## src/rtl/rhythm_pkg.sv

```systemverilog
// Shared types and chart-word helpers for the per-lane rhythm judge.
package rhythm_pkg;

  typedef enum logic [1:0] {
    NOTE_TAP       = 2'b00,
    NOTE_HOLD_HEAD = 2'b01,
    NOTE_HOLD_TAIL = 2'b10
  } note_type_t;

  typedef enum logic [1:0] {
    JUDGE_NONE    = 2'b00,
    JUDGE_PERFECT = 2'b01,
    JUDGE_GOOD    = 2'b10,
    JUDGE_MISS    = 2'b11
  } judge_t;

  typedef enum logic [1:0] {
    WIN_PERFECT,
    WIN_GOOD,
    WIN_EARLY,
    WIN_LATE
  } win_class_t;

  localparam int DEF_PERF_WIN = 3;
  localparam int DEF_GOOD_WIN = 6;
  localparam logic [9:0] COMBO_MAX = 10'd1023;

  // The reserved type code behaves exactly like a TAP.
  function automatic note_type_t note_type(input logic [15:0] word);
    case (word[15:14])
      2'b01:   return NOTE_HOLD_HEAD;
      2'b10:   return NOTE_HOLD_TAIL;
      default: return NOTE_TAP;
    endcase
  endfunction

  function automatic logic [13:0] note_time(input logic [15:0] word);
    return word[13:0];
  endfunction

  function automatic logic signed [14:0] frame_diff(input logic [13:0] song,
                                                    input logic [13:0] t);
    return $signed({1'b0, song}) - $signed({1'b0, t});
  endfunction

endpackage

```

## src/rtl/judge_window.sv

```systemverilog
// Classifies a signed frame offset into PERFECT/GOOD/EARLY/LATE.
module judge_window
  import rhythm_pkg::*;
#(
  parameter int PERF_WIN = DEF_PERF_WIN,
  parameter int GOOD_WIN = DEF_GOOD_WIN
) (
  input  logic signed [14:0] diff,
  output win_class_t         win_class
);

  localparam logic [14:0] PERF_LIM = 15'(PERF_WIN);
  localparam logic [14:0] GOOD_LIM = 15'(GOOD_WIN);

  logic [14:0] mag;

  // NOTE: every signal written here gets a default first, so no latch is inferred.
  always_comb begin
    mag       = diff[14] ? (~diff + 15'sd1) : diff;
    win_class = WIN_LATE;
    if (mag <= PERF_LIM)      win_class = WIN_PERFECT;
    else if (mag <= GOOD_LIM) win_class = WIN_GOOD;
    else if (diff[14])        win_class = WIN_EARLY;
  end

endmodule

```

## src/rtl/lane_judge.sv

```systemverilog
// One lane's chart pointer, hold tracking, hit judgment and combo counter.
module lane_judge
  import rhythm_pkg::*;
#(
  parameter int ADDR_W   = 8,
  parameter int PERF_WIN = DEF_PERF_WIN,
  parameter int GOOD_WIN = DEF_GOOD_WIN
) (
  input  logic              Clk,
  input  logic              Reset_n,
  input  logic              start,
  input  logic [ADDR_W-1:0] chart_len,
  input  logic              frame_tick,
  input  logic [13:0]       song_time,
  input  logic              key_level,
  output logic [ADDR_W-1:0] rom_addr,
  input  logic [15:0]       head_word,
  input  logic [15:0]       next_word,
  output logic              judge_valid,
  output logic [1:0]        judge_result,
  output logic              holding,
  output logic [9:0]        combo,
  output logic [9:0]        max_combo,
  output logic              done
);

  typedef enum logic [1:0] {S_IDLE, S_PLAY, S_HOLD, S_DONE} state_t;

  localparam logic [ADDR_W:0] ONE_X = (ADDR_W + 1)'(1);
  localparam logic [ADDR_W:0] TWO_X = (ADDR_W + 1)'(2);

  state_t            state_q, state_d;
  logic [ADDR_W-1:0] ptr_d, ptr_inc1, ptr_skip;
  logic [ADDR_W:0]   ptr_ext, len_ext, inc1_sum, skip_sum;
  logic              key_prev, press, hit, fire;
  logic signed [14:0] diff;
  win_class_t        win_class;
  judge_t            verdict, hit_verdict;
  logic [9:0]        combo_d, max_d;

  assign diff = frame_diff(song_time, note_time(head_word));

  // Head press and tail release both judge the word at rom_addr, so one window serves both.
  judge_window #(.PERF_WIN(PERF_WIN), .GOOD_WIN(GOOD_WIN)) u_window (
    .diff      (diff),
    .win_class (win_class)
  );

  assign press       = key_level & ~key_prev;
  assign hit         = (win_class == WIN_PERFECT) || (win_class == WIN_GOOD);
  assign hit_verdict = (win_class == WIN_PERFECT) ? JUDGE_PERFECT : JUDGE_GOOD;

  // Pointer advances saturate at chart_len; a missed head also skips its tail word.
  always_comb begin
    ptr_ext  = {1'b0, rom_addr};
    len_ext  = {1'b0, chart_len};
    inc1_sum = ptr_ext + ONE_X;
    skip_sum = ptr_ext + ((note_type(next_word) == NOTE_HOLD_TAIL) ? TWO_X : ONE_X);
    ptr_inc1 = (inc1_sum > len_ext) ? chart_len : inc1_sum[ADDR_W-1:0];
    ptr_skip = (skip_sum > len_ext) ? chart_len : skip_sum[ADDR_W-1:0];
  end

  always_comb begin
    state_d = state_q;
    ptr_d   = rom_addr;
    fire    = 1'b0;
    verdict = JUDGE_MISS;
    case (state_q)
      S_PLAY: begin
        if (rom_addr >= chart_len) begin
          state_d = S_DONE;
        end else if (frame_tick && (win_class == WIN_LATE)) begin
          fire  = 1'b1;
          ptr_d = (note_type(head_word) == NOTE_HOLD_HEAD) ? ptr_skip : ptr_inc1;
        end else if (press && hit) begin
          fire    = 1'b1;
          verdict = hit_verdict;
          ptr_d   = ptr_inc1;
          if (note_type(head_word) == NOTE_HOLD_HEAD) state_d = S_HOLD;
        end
      end
      S_HOLD: begin
        if (!key_level) begin
          fire    = 1'b1;
          verdict = hit ? hit_verdict : JUDGE_MISS;
          ptr_d   = ptr_inc1;
          state_d = S_PLAY;
        end else if (!diff[14]) begin
          fire    = 1'b1;
          verdict = JUDGE_PERFECT;
          ptr_d   = ptr_inc1;
          state_d = S_PLAY;
        end
      end
      default: ;
    endcase
    if (start) begin
      state_d = S_PLAY;
      ptr_d   = '0;
      fire    = 1'b0;
    end
  end

  always_comb begin
    combo_d = combo;
    if (fire) combo_d = (verdict == JUDGE_MISS) ? 10'd0 :
                        (combo == COMBO_MAX)    ? combo : combo + 10'd1;
    if (start) combo_d = 10'd0;
    max_d = start ? 10'd0 : ((combo_d > max_combo) ? combo_d : max_combo);
  end

  // NOTE: sequential state uses non-blocking assignments so every register samples pre-edge values.
  always_ff @(posedge Clk or negedge Reset_n) begin
    if (!Reset_n) begin
      state_q      <= S_IDLE;
      rom_addr     <= '0;
      key_prev     <= 1'b0;
      judge_valid  <= 1'b0;
      judge_result <= 2'b00;
      combo        <= '0;
      max_combo    <= '0;
    end else begin
      state_q     <= state_d;
      rom_addr    <= ptr_d;
      key_prev    <= key_level;
      judge_valid <= fire;
      if (fire) judge_result <= verdict;
      combo       <= combo_d;
      max_combo   <= max_d;
    end
  end

  assign holding = (state_q == S_HOLD);
  assign done    = (state_q == S_DONE);

endmodule

```

## config.mk

```make
export PLATFORM = sky130hd
export DESIGN_NAME = lane_judge
export DESIGN_NICKNAME = d
export VERILOG_FILES = /design/src/rtl/rhythm_pkg.sv /design/src/rtl/judge_window.sv /design/src/rtl/lane_judge.sv
export SDC_FILE = /design/constraint.sdc
export NUM_CORES = 1
export LEC_CHECK = 0
export ABC_AREA = 1
export CAP_MARGIN = 20
export CORE_UTILIZATION = 25
export DETAILED_ROUTE_END_ITERATION = 12
export HOLD_SLACK_MARGIN = 0.02
export MAX_ROUTING_LAYER = met4
export PLACE_DENSITY = 0.45
export SLEW_MARGIN = 25
export SYNTH_ARGS = -nofsm -noshare
export SYNTH_HDL_FRONTEND = slang
export SYNTH_SLANG_ARGS = --single-unit
```

## constraint.sdc

```tcl
create_clock -name Clk -period 4.3 [get_ports Clk]
set_input_delay 1.29 -clock Clk [delete_from_list [all_inputs] [get_ports Clk]]
set_output_delay 1.29 -clock Clk [all_outputs]
set_load 0.01 [all_outputs]
```

# [Yosys cells after proc, flatten, opt, wreduce, memory -nomap -nowiden]
# Cells that the tools add are included.
[classes] add_sub_neg=5 n_lt_le_gt_ge=6 n_eq_ne=20 mux=53 n_bitwise=3 n_reduce_logical=8
[op_table] op="2-to-1 mux 8 bit" n=9
[op_table] op="2-to-1 mux 10 bit" n=6
[op_table] op="2-to-1 mux 2 bit" n=24
[op_table] op="!= test 4 bit, second input constant" n=5
[op_table] op="> comparator 9 x 8 -> 1 bit" n=2
[op_table] op="case mux 2 bit (2 select lines)" n=4
[op_table] op="case mux 8 bit (2 select lines)" n=1
[op_table] op="adder 15 x 2 -> 15 bit, second input constant" n=1
[op_table] op="less-or-equal comparator 15 x 2 -> 1 bit, second input constant" n=1
[op_table] op="less-or-equal comparator 15 x 3 -> 1 bit, second input constant" n=1
[op_table] op="2-to-1 mux 15 bit" n=1
[op_table] op="NOT 15 bit" n=1
[op_table] op="subtractor 14 x 14 -> 15 bit" n=1
[op_table] op="equality test 2 bit, second input constant" n=7
[op_table] op="equality test 2 x 1 -> 1 bit, second input constant" n=6
[op_table] op="adder 10 x 1 -> 10 bit, second input constant" n=1
[op_table] op="equality test 10 bit, second input constant" n=1
[op_table] op="> comparator 10 bit" n=1
[op_table] op="adder 8 x 1 -> 9 bit, second input constant" n=1
[op_table] op="adder 8 x 2 -> 9 bit" n=1
[op_table] op=">= comparator 8 bit" n=1
[op_table] op="2-to-1 mux 1 bit" n=7
[op_table] op="AND reduction 5 bit" n=1
[op_table] op="AND reduction 4 bit" n=1
[op_table] op="other kinds (9)" n=10
[totals] regBits=34 out_inout_bits=33 elab_cells=102

# [Logic depth before layout (Yosys ltp)]
[depth] ltp_word=21 mapped_depth=42

# [Cells and area by module]
# From an unflattened synthesis, not the netlist that was laid out.
[hier_totals] hier_cells=708 hier_area_um2=4648.2
[modules_own_cells] mod="lane_judge" n_inst=1 cells_each=581 area_per_inst_um2=3987.6 seq_area_each_um2=850.8
[modules_own_cells] mod="judge_window" n_inst=1 cells_each=127 area_per_inst_um2=660.6 seq_area_each_um2=0.0

# [Worst setup path before layout]
# Ideal clock, no wire load.
[synth_timing] kind="input port to flip-flop" start="input port song_time[0]" end="register max_combo[2]" arrival_time_ps=5322 path_slack_ps=-1142 stages=38 n_path_buf=1 path_cell_list="inv_1 ha_1 inv_1 fa_1 inv_1 ha_1 inv_1 nor2_2 nand3_2 nor2_2 nand2_2 nand2_2 nand2_1 nand2_1 nand3_1 nor2_4 nand3_2 clkinv_1 [... 2 more ...] nand3_2 nand2_4 nand2_4 nor2_4 nor2_8 inv_2 nor2_1 ha_1 nand4_1 nor3_1 o21ai_0 o2111ai_1 inv_1 a31oi_1 nor2_1 clkbuf_1 nand2_1 nand2_1"
[synth_between] elab_chain_cells=20 word_cells_on_any_way=38 classes_between="2 x add/sub; 3 x order compare; 3 x eq/ne; 24 x mux; 1 x bitwise; 5 x reduce/logical"
[synth_rtl] element="from (decl)" line_no="lane_judge.sv:14" source="input logic [13:0] song_time,"
[synth_rtl] element="subtractor 14 x 14 -> 15 bit *" line_no="rhythm_pkg.sv:43" source="return $signed({1'b0, song}) - $signed({1'b0, t});"
[synth_rtl] element="NOT 15 bit" line_no="judge_window.sv:19" source="mag = diff[14] ? (~diff + 15'sd1) : diff;"
[synth_rtl] element="adder 15 x 2 -> 15 bit" line_no="judge_window.sv:19"
[synth_rtl] element="2-to-1 mux 15 bit" line_no="judge_window.sv:19"
[synth_rtl] element="less-or-equal comparator 15 x 3 -> 1 bit" line_no="judge_window.sv:22" source="else if (mag <= GOOD_LIM) win_class = WIN_GOOD;"
[synth_rtl] element="2-to-1 mux 2 bit" line_no="judge_window.sv:22"
[synth_rtl] element="2-to-1 mux 2 bit" line_no="judge_window.sv:21" source="if (mag <= PERF_LIM) win_class = WIN_PERFECT;"
[synth_rtl] element="equality test 2 x 1 -> 1 bit / zero test 2 bit (equally long branches)" line_no="lane_judge.sv:50, lane_judge.sv:51"
[synth_rtl] element="[... 5 more ...]"
[synth_rtl] element="case mux 2 bit (2 select lines)" line_no="lane_judge.sv:68" source="case (state_q)"
[synth_rtl] element="equality test 2 bit" line_no="lane_judge.sv:106" source="if (fire) combo_d = (verdict == JUDGE_MISS) ? 10'd0 :"
[synth_rtl] element="2-to-1 mux 10 bit" line_no="lane_judge.sv:106"
[synth_rtl] element="2-to-1 mux 10 bit *" line_no="lane_judge.sv:106"
[synth_rtl] element="2-to-1 mux 10 bit *" line_no="lane_judge.sv:108" source="if (start) combo_d = 10'd0;"
[synth_rtl] element="via combo_d[9]" line_no="lane_judge.sv:39" source="logic [9:0] combo_d, max_d;"
[synth_rtl] element="> comparator 10 bit *" line_no="lane_judge.sv:109" source="max_d = start ? 10'd0 : ((combo_d > max_combo) ? combo_d : max_combo);"
[synth_rtl] element="nonzero test 2 bit (no line) *"
[synth_rtl] element="to (signal assigned)" line_no="lane_judge.sv:129" source="max_combo <= max_d;"
[synth_rtl] element="to (decl)" line_no="lane_judge.sv:23" source="output logic [9:0] max_combo,"
# The timed path passes the listed nets; every way through them passes the cells marked *. The select of a mux whose other input is x is not followed.
# A chain may end at the register's enable or synchronous reset.

# [Final worst setup path]
[layout_timing] start="input port head_word[12]" end="register state_q[1]"
[layout_between] elab_chain_cells=12 word_cells_on_any_way=19 classes_between="2 x add/sub; 2 x order compare; 5 x eq/ne; 4 x mux; 1 x bitwise; 5 x reduce/logical"
[layout_rtl] element="from (decl)" line_no="lane_judge.sv:17" source="input logic [15:0] head_word,"
[layout_rtl] element="subtractor 14 x 14 -> 15 bit *" line_no="rhythm_pkg.sv:43"
[layout_rtl] element="NOT 15 bit" line_no="judge_window.sv:19"
[layout_rtl] element="adder 15 x 2 -> 15 bit" line_no="judge_window.sv:19"
[layout_rtl] element="2-to-1 mux 15 bit" line_no="judge_window.sv:19"
[layout_rtl] element="less-or-equal comparator 15 x 3 -> 1 bit" line_no="judge_window.sv:22"
[layout_rtl] element="2-to-1 mux 2 bit" line_no="judge_window.sv:22"
[layout_rtl] element="2-to-1 mux 2 bit" line_no="judge_window.sv:21"
[layout_rtl] element="equality test 2 x 1 -> 1 bit / zero test 2 bit (equally long branches)" line_no="lane_judge.sv:50" source="assign hit = (win_class == WIN_PERFECT) || (win_class == WIN_GOOD);"
[layout_rtl] element="logical OR 1 bit" line_no="lane_judge.sv:50"
[layout_rtl] element="logical AND 1 bit" line_no="lane_judge.sv:75" source="end else if (press && hit) begin"
[layout_rtl] element="!= test 4 bit (no line)"
[layout_rtl] element="AND reduction 5 bit (no line) *"
[layout_rtl] element="to (signal assigned)" line_no="lane_judge.sv:123" source="state_q <= state_d;"
[layout_rtl] element="to (decl)" line_no="lane_judge.sv:32" source="state_t state_q, state_d;"
# Every way passes the cells marked *; elsewhere a longest branch is shown, timed or not.

==> impl_summary.md <==
Status
The flow ran to the end, but the final reports show violations. The final reports fail on negative setup slack.

Synth
The number of cells produced by synthesis is 761. During synthesis, Yosys emitted a total of 0 warnings. Of the post-synthesis cell area, the dominant cell type holds 18.1%. The number of storage elements in the synthesis netlist is 34. Averaged over all synthesized cells, the footprint is 6.31 um^2. Sorting the synthesized cells by area gives the leading types as sky130_fd_sc_hd__nand2_1, sky130_fd_sc_hd__dfrtp_1, sky130_fd_sc_hd__ha_1. By instance count, the leading cell after synthesis is sky130_fd_sc_hd__nand2_1. The total nets after synthesis is 878. The proportion of synthesized flip-flops having asynchronous set or reset is 100%. The post-synthesis instance area is 0.00480 mm^2.

After synthesis, the most frequently instantiated cells are sky130_fd_sc_hd__nand2_1, sky130_fd_sc_hd__inv_1, sky130_fd_sc_hd__ha_1, sky130_fd_sc_hd__nand3_1, sky130_fd_sc_hd__nor2_1. The fraction of the yosys area taken by sequential cells is 17.7%. In the synthesized netlist the dominant register cell turns out to be sky130_fd_sc_hd__dfrtp_1.

The number of enable flip-flop cells after synthesis is 0. After synthesis, the netlist uses 43 different library cells. The largest area contributor in the synthesized netlist is sky130_fd_sc_hd__nand2_1.

Global routing
For this run, global-route usage on met2 was measured as 27.8%. The via count of the first global-routing pass is 5,235. In the global route stage, overall resource usage came out at 16.3%. The pin count of the biggest net entering global routing is 35. The number of antenna violations at the first check in global routing is 0. The total overflow left after global routing is 0.

The layer with the highest usage is met2. The met3 global-route usage is 1.37%. In the global route stage, met1 resource usage came out at 21.4%. The first-pass GRT wire length is 25,100 um.

Place
The quantity of I/O buffers inserted on ports is 77. The final weighted congestion of routability-driven global placement is 0.827. After legalization and detailed placement, the total HPWL measured 11,900 um.

The cell count after placement is 1,178. In this run the cell area measured after placement is 0.00677 mm^2.

Worst setup path
Along the worst path, the maximum fanout reaches 6. The nature of the critical path startpoint is a primary input. The worst setup path is captured at a register.

The worst flop-to-flop path startpoint is combo[0]$_DFF_PN0_. On the critical path, the stage with the largest delay is an instance of sky130_fd_sc_hd__clkdlybuf4s50_1. The critical path is of the in2reg type.

The worst reg-to-reg path cell count is 24. By instance count, the cell type seen most on the critical path is sky130_fd_sc_hd__buf_4. The destination of the worst register-to-register timing path is max_combo[5]$_DFFE_PN0P_. The worst reg-to-reg setup slack is 410 ps. The buffer and inverter count on the worst path is 20. For this run, the slowest stage of the critical path takes 470 ps. Grouping stages by cell kind, the critical path spends the most delay in buffers and inverters. The arrival time reported for the critical path endpoint is 5740 ps.

The critical path data required time is 4460 ps.

Cells and area
0 antenna diodes ended up in the layout. The multi-input logic area is 0.00416 mm^2. The filler cell count in the final layout is 1,958. After the flow finishes, the layout carries non-filler instances totaling 1,230. Once layout is done, the placed cells without fillers occupy 0.00814 mm^2. Compared with the post-synthesis result, the final layout area differs by 69.6%. The count of nets after finishing is 1,113. The sequential cells in the finished layout cover a total of 851 um^2. The share of post-route cells with drive strength above 1 is 38.0%.

Run
The max-cap check violation count is 0.

Detailed routing
The routed design has 15,500 um of wire. The iteration-0 DRC count of the detailed router is 225. The remaining design rule violation count is 0. The first TritonRoute pass finished after 4 iterations.

The vias after detailed routing is 5,454. The via-per-instance ratio is 4.43. After detailed routing, the average wire length per cell comes to 12.6 um. The number of nets with antenna violations after detailed routing is 0.

Clock tree
The clock tree synthesis step divided the H-tree into 2 levels. The clock sink count is 34. In this run, CTS created clock tree buffers numbering 5. The number of buffers inserted by hold repair at cts is 0. The clock latency at the later pin of the worst-skew pair is 280 ps. Clock-pin slew was measured on the worst setup and hold paths at 50 ps. The CTS tree is yes.

Clock tree synthesis selected as its root buffer the cell sky130_fd_sc_hd__clkbuf_16. The number of buffers on the longest clock path is 2.

Floorplan
The die boundary width is 141 um. Once the floorplan was initialized, standard cells occupied 25.6% of the core. The height of the die is 141 um.

The total I/O pin count is 92. The placeable core region is 0.0188 mm^2. The number of rows in the core area is 50. The die footprint is 0.0198 mm^2.

STA
The final hold violation count is 0. The shortest period the worst path allows is 5580 ps. The pin slew with the least headroom to its limit is 825 ps.

The count of pins over their slew limit was 0. The clock arrives with 12.9 ps of skew. The final critical-path setup slack is -1280 ps.

The count of endpoints failing setup in the final report is 21. The total negative setup slack is -24,380 ps. Dividing the final minimum period by the clock period gives 130%. In this run the tightest slew margin relative to its limit is 45.0%. Setup repair after global routing could not meet its margin everywhere. The upper clock frequency limit is 179 MHz.

Pwr
The peak supply drop is 0.000267 V. The leakage component of the power is 0.00424 uW. The power density over the cells is 455 mW/mm^2.

Hold path
The worst hold path passes through 2 cells. The class of the most critical hold timing path is reg2reg. The worst hold path begins at max_combo[9]$_DFFE_PN0P_. The destination of the worst hold path is max_combo[9]$_DFFE_PN0P_.
==> worst register-to-register path, stage by stage, from the launching register on <==
cell and delay [ps]:
sky130_fd_sc_hd__dfrtp_1 410, sky130_fd_sc_hd__ha_1 200, sky130_fd_sc_hd__nand2_1 100, sky130_fd_sc_hd__nor3_1 230, sky130_fd_sc_hd__inv_1 80, sky130_fd_sc_hd__nor2_1 120
sky130_fd_sc_hd__inv_1 80, sky130_fd_sc_hd__nor3_1 390, sky130_fd_sc_hd__inv_1 270, sky130_fd_sc_hd__o21ai_0 130, sky130_fd_sc_hd__a21oi_1 60, sky130_fd_sc_hd__nand3_1 100
sky130_fd_sc_hd__nand2_2 90, sky130_fd_sc_hd__nor2_4 150, sky130_fd_sc_hd__ha_4 140, sky130_fd_sc_hd__nand4_1 150, sky130_fd_sc_hd__nor3_2 240, sky130_fd_sc_hd__o21ai_1 120
sky130_fd_sc_hd__o2111ai_1 90, sky130_fd_sc_hd__inv_1 100, sky130_fd_sc_hd__a31oi_4 180, sky130_fd_sc_hd__nor2_4 90, sky130_fd_sc_hd__buf_6 160, sky130_fd_sc_hd__nand2_1 60
sky130_fd_sc_hd__nand2_1 50
==> timing repair <==
action	CTS	global route
pin swaps	56	37
cloned	4	0
endpoints found under the setup margin	33	31
buffers inserted	30	12
gates resized for setup	148	89
==> routing by layer <==
layer	vias to the layer above	share of wire (%)
li1	2913	-
met1	2454	49
met2	80	48
met3	7	2.2
met4	0	0.71
met5	-	0
==> power by group <==
part           internal [uW]  total [uW]  switching (uW)
registers                413         528             114
logic                   1280        2750            1470
clock network            286         422             136
total                   1980        3700            1720
==> worst max path at each step <==
stage / from / to / slack (ps) / cells after the start
finish: head_word[12] / state_q[1]$_DFFE_PN0P_ / -1280 / 35
global route: head_word[12] / max_combo[5]$_DFFE_PN0P_ / -1560 / 37
CTS: song_time[0] / max_combo[5]$_DFFE_PN0P_ / -1180 / 40
detailed placement: song_time[0] / max_combo[5]$_DFFE_PN0P_ / -1880 / 39
global placement: song_time[0] / max_combo[6]$_DFFE_PN0P_ / -1840 / 38
floorplan: song_time[0] / max_combo[2]$_DFFE_PN0P_ / -870 / 39
==> cell type report <==
| cell class | instances | share of cell area, % |
|---|---|---|
| inverters | 134 | 6.70 |
| clock buffers | 6 | 1.71 |
| repair inverters | 1 | 0.0769 |
| flip-flops and latches | 34 | 10.5 |
| well taps | 234 | 3.60 |
| repair buffers | 238 | 25.9 |
| multi-input cells | 582 | 51.2 |
| clock inverters | 1 | 0.369 |
==> cell families after synthesis <==
logic type	count (synthesis)	synth area share, %
multiplexers	10	2.09
buffers and inverters	146	12.2
adder cells (fa/ha/maj)	58	15.4
XOR/XNOR	12	2.35
AO/OA/AOI/OAI	78	9.47
flip-flops	34	17.7
AND/OR/NAND/NOR	423	40.7
==> sequential cells by signal, summed over array words and instances (netlist names) <==
signal	flops
key_prev	1
judge_result	2
combo	10
max_combo	10
state_q	2
rom_addr	8
judge_valid	1
==> cell usage in the layout (no fill, tap or decap), drive strengths merged, types with 20 or more instances in the layout <==
cell type / Yosys / final
nand3: 66 / 66
clkdlybuf4s50: 0 / 54
buf: 4 / 164
dfrtp: 34 / 34
o21ai: 33 / 33
ha: 56 / 56
a21oi: 30 / 30
nor2: 63 / 63
nand2: 256 / 257
inv: 132 / 135
nand4: 20 / 20
==> stage by stage <==
| step | hold WS [ps] | util [%] | power (uW) | worst slack (ps) |
|---|---|---|---|---|
| 2_1_floorplan | 502 | - | 1830 | -868 |
| 3_3_place_gp | 492 | 36.1 | 2790 | -1840 |
| 3_5_place_dp | 493 | 36.1 | 2790 | -1880 |
| 4_1_cts | 505 | 41.3 | 3500 | -1180 |
| 5_1_grt | 546 | 43.4 | 4010 | -1560 |
| 6_report | 503 | 43.4 | 3700 | -1280 |
Power figures use the tool's default switching activity.
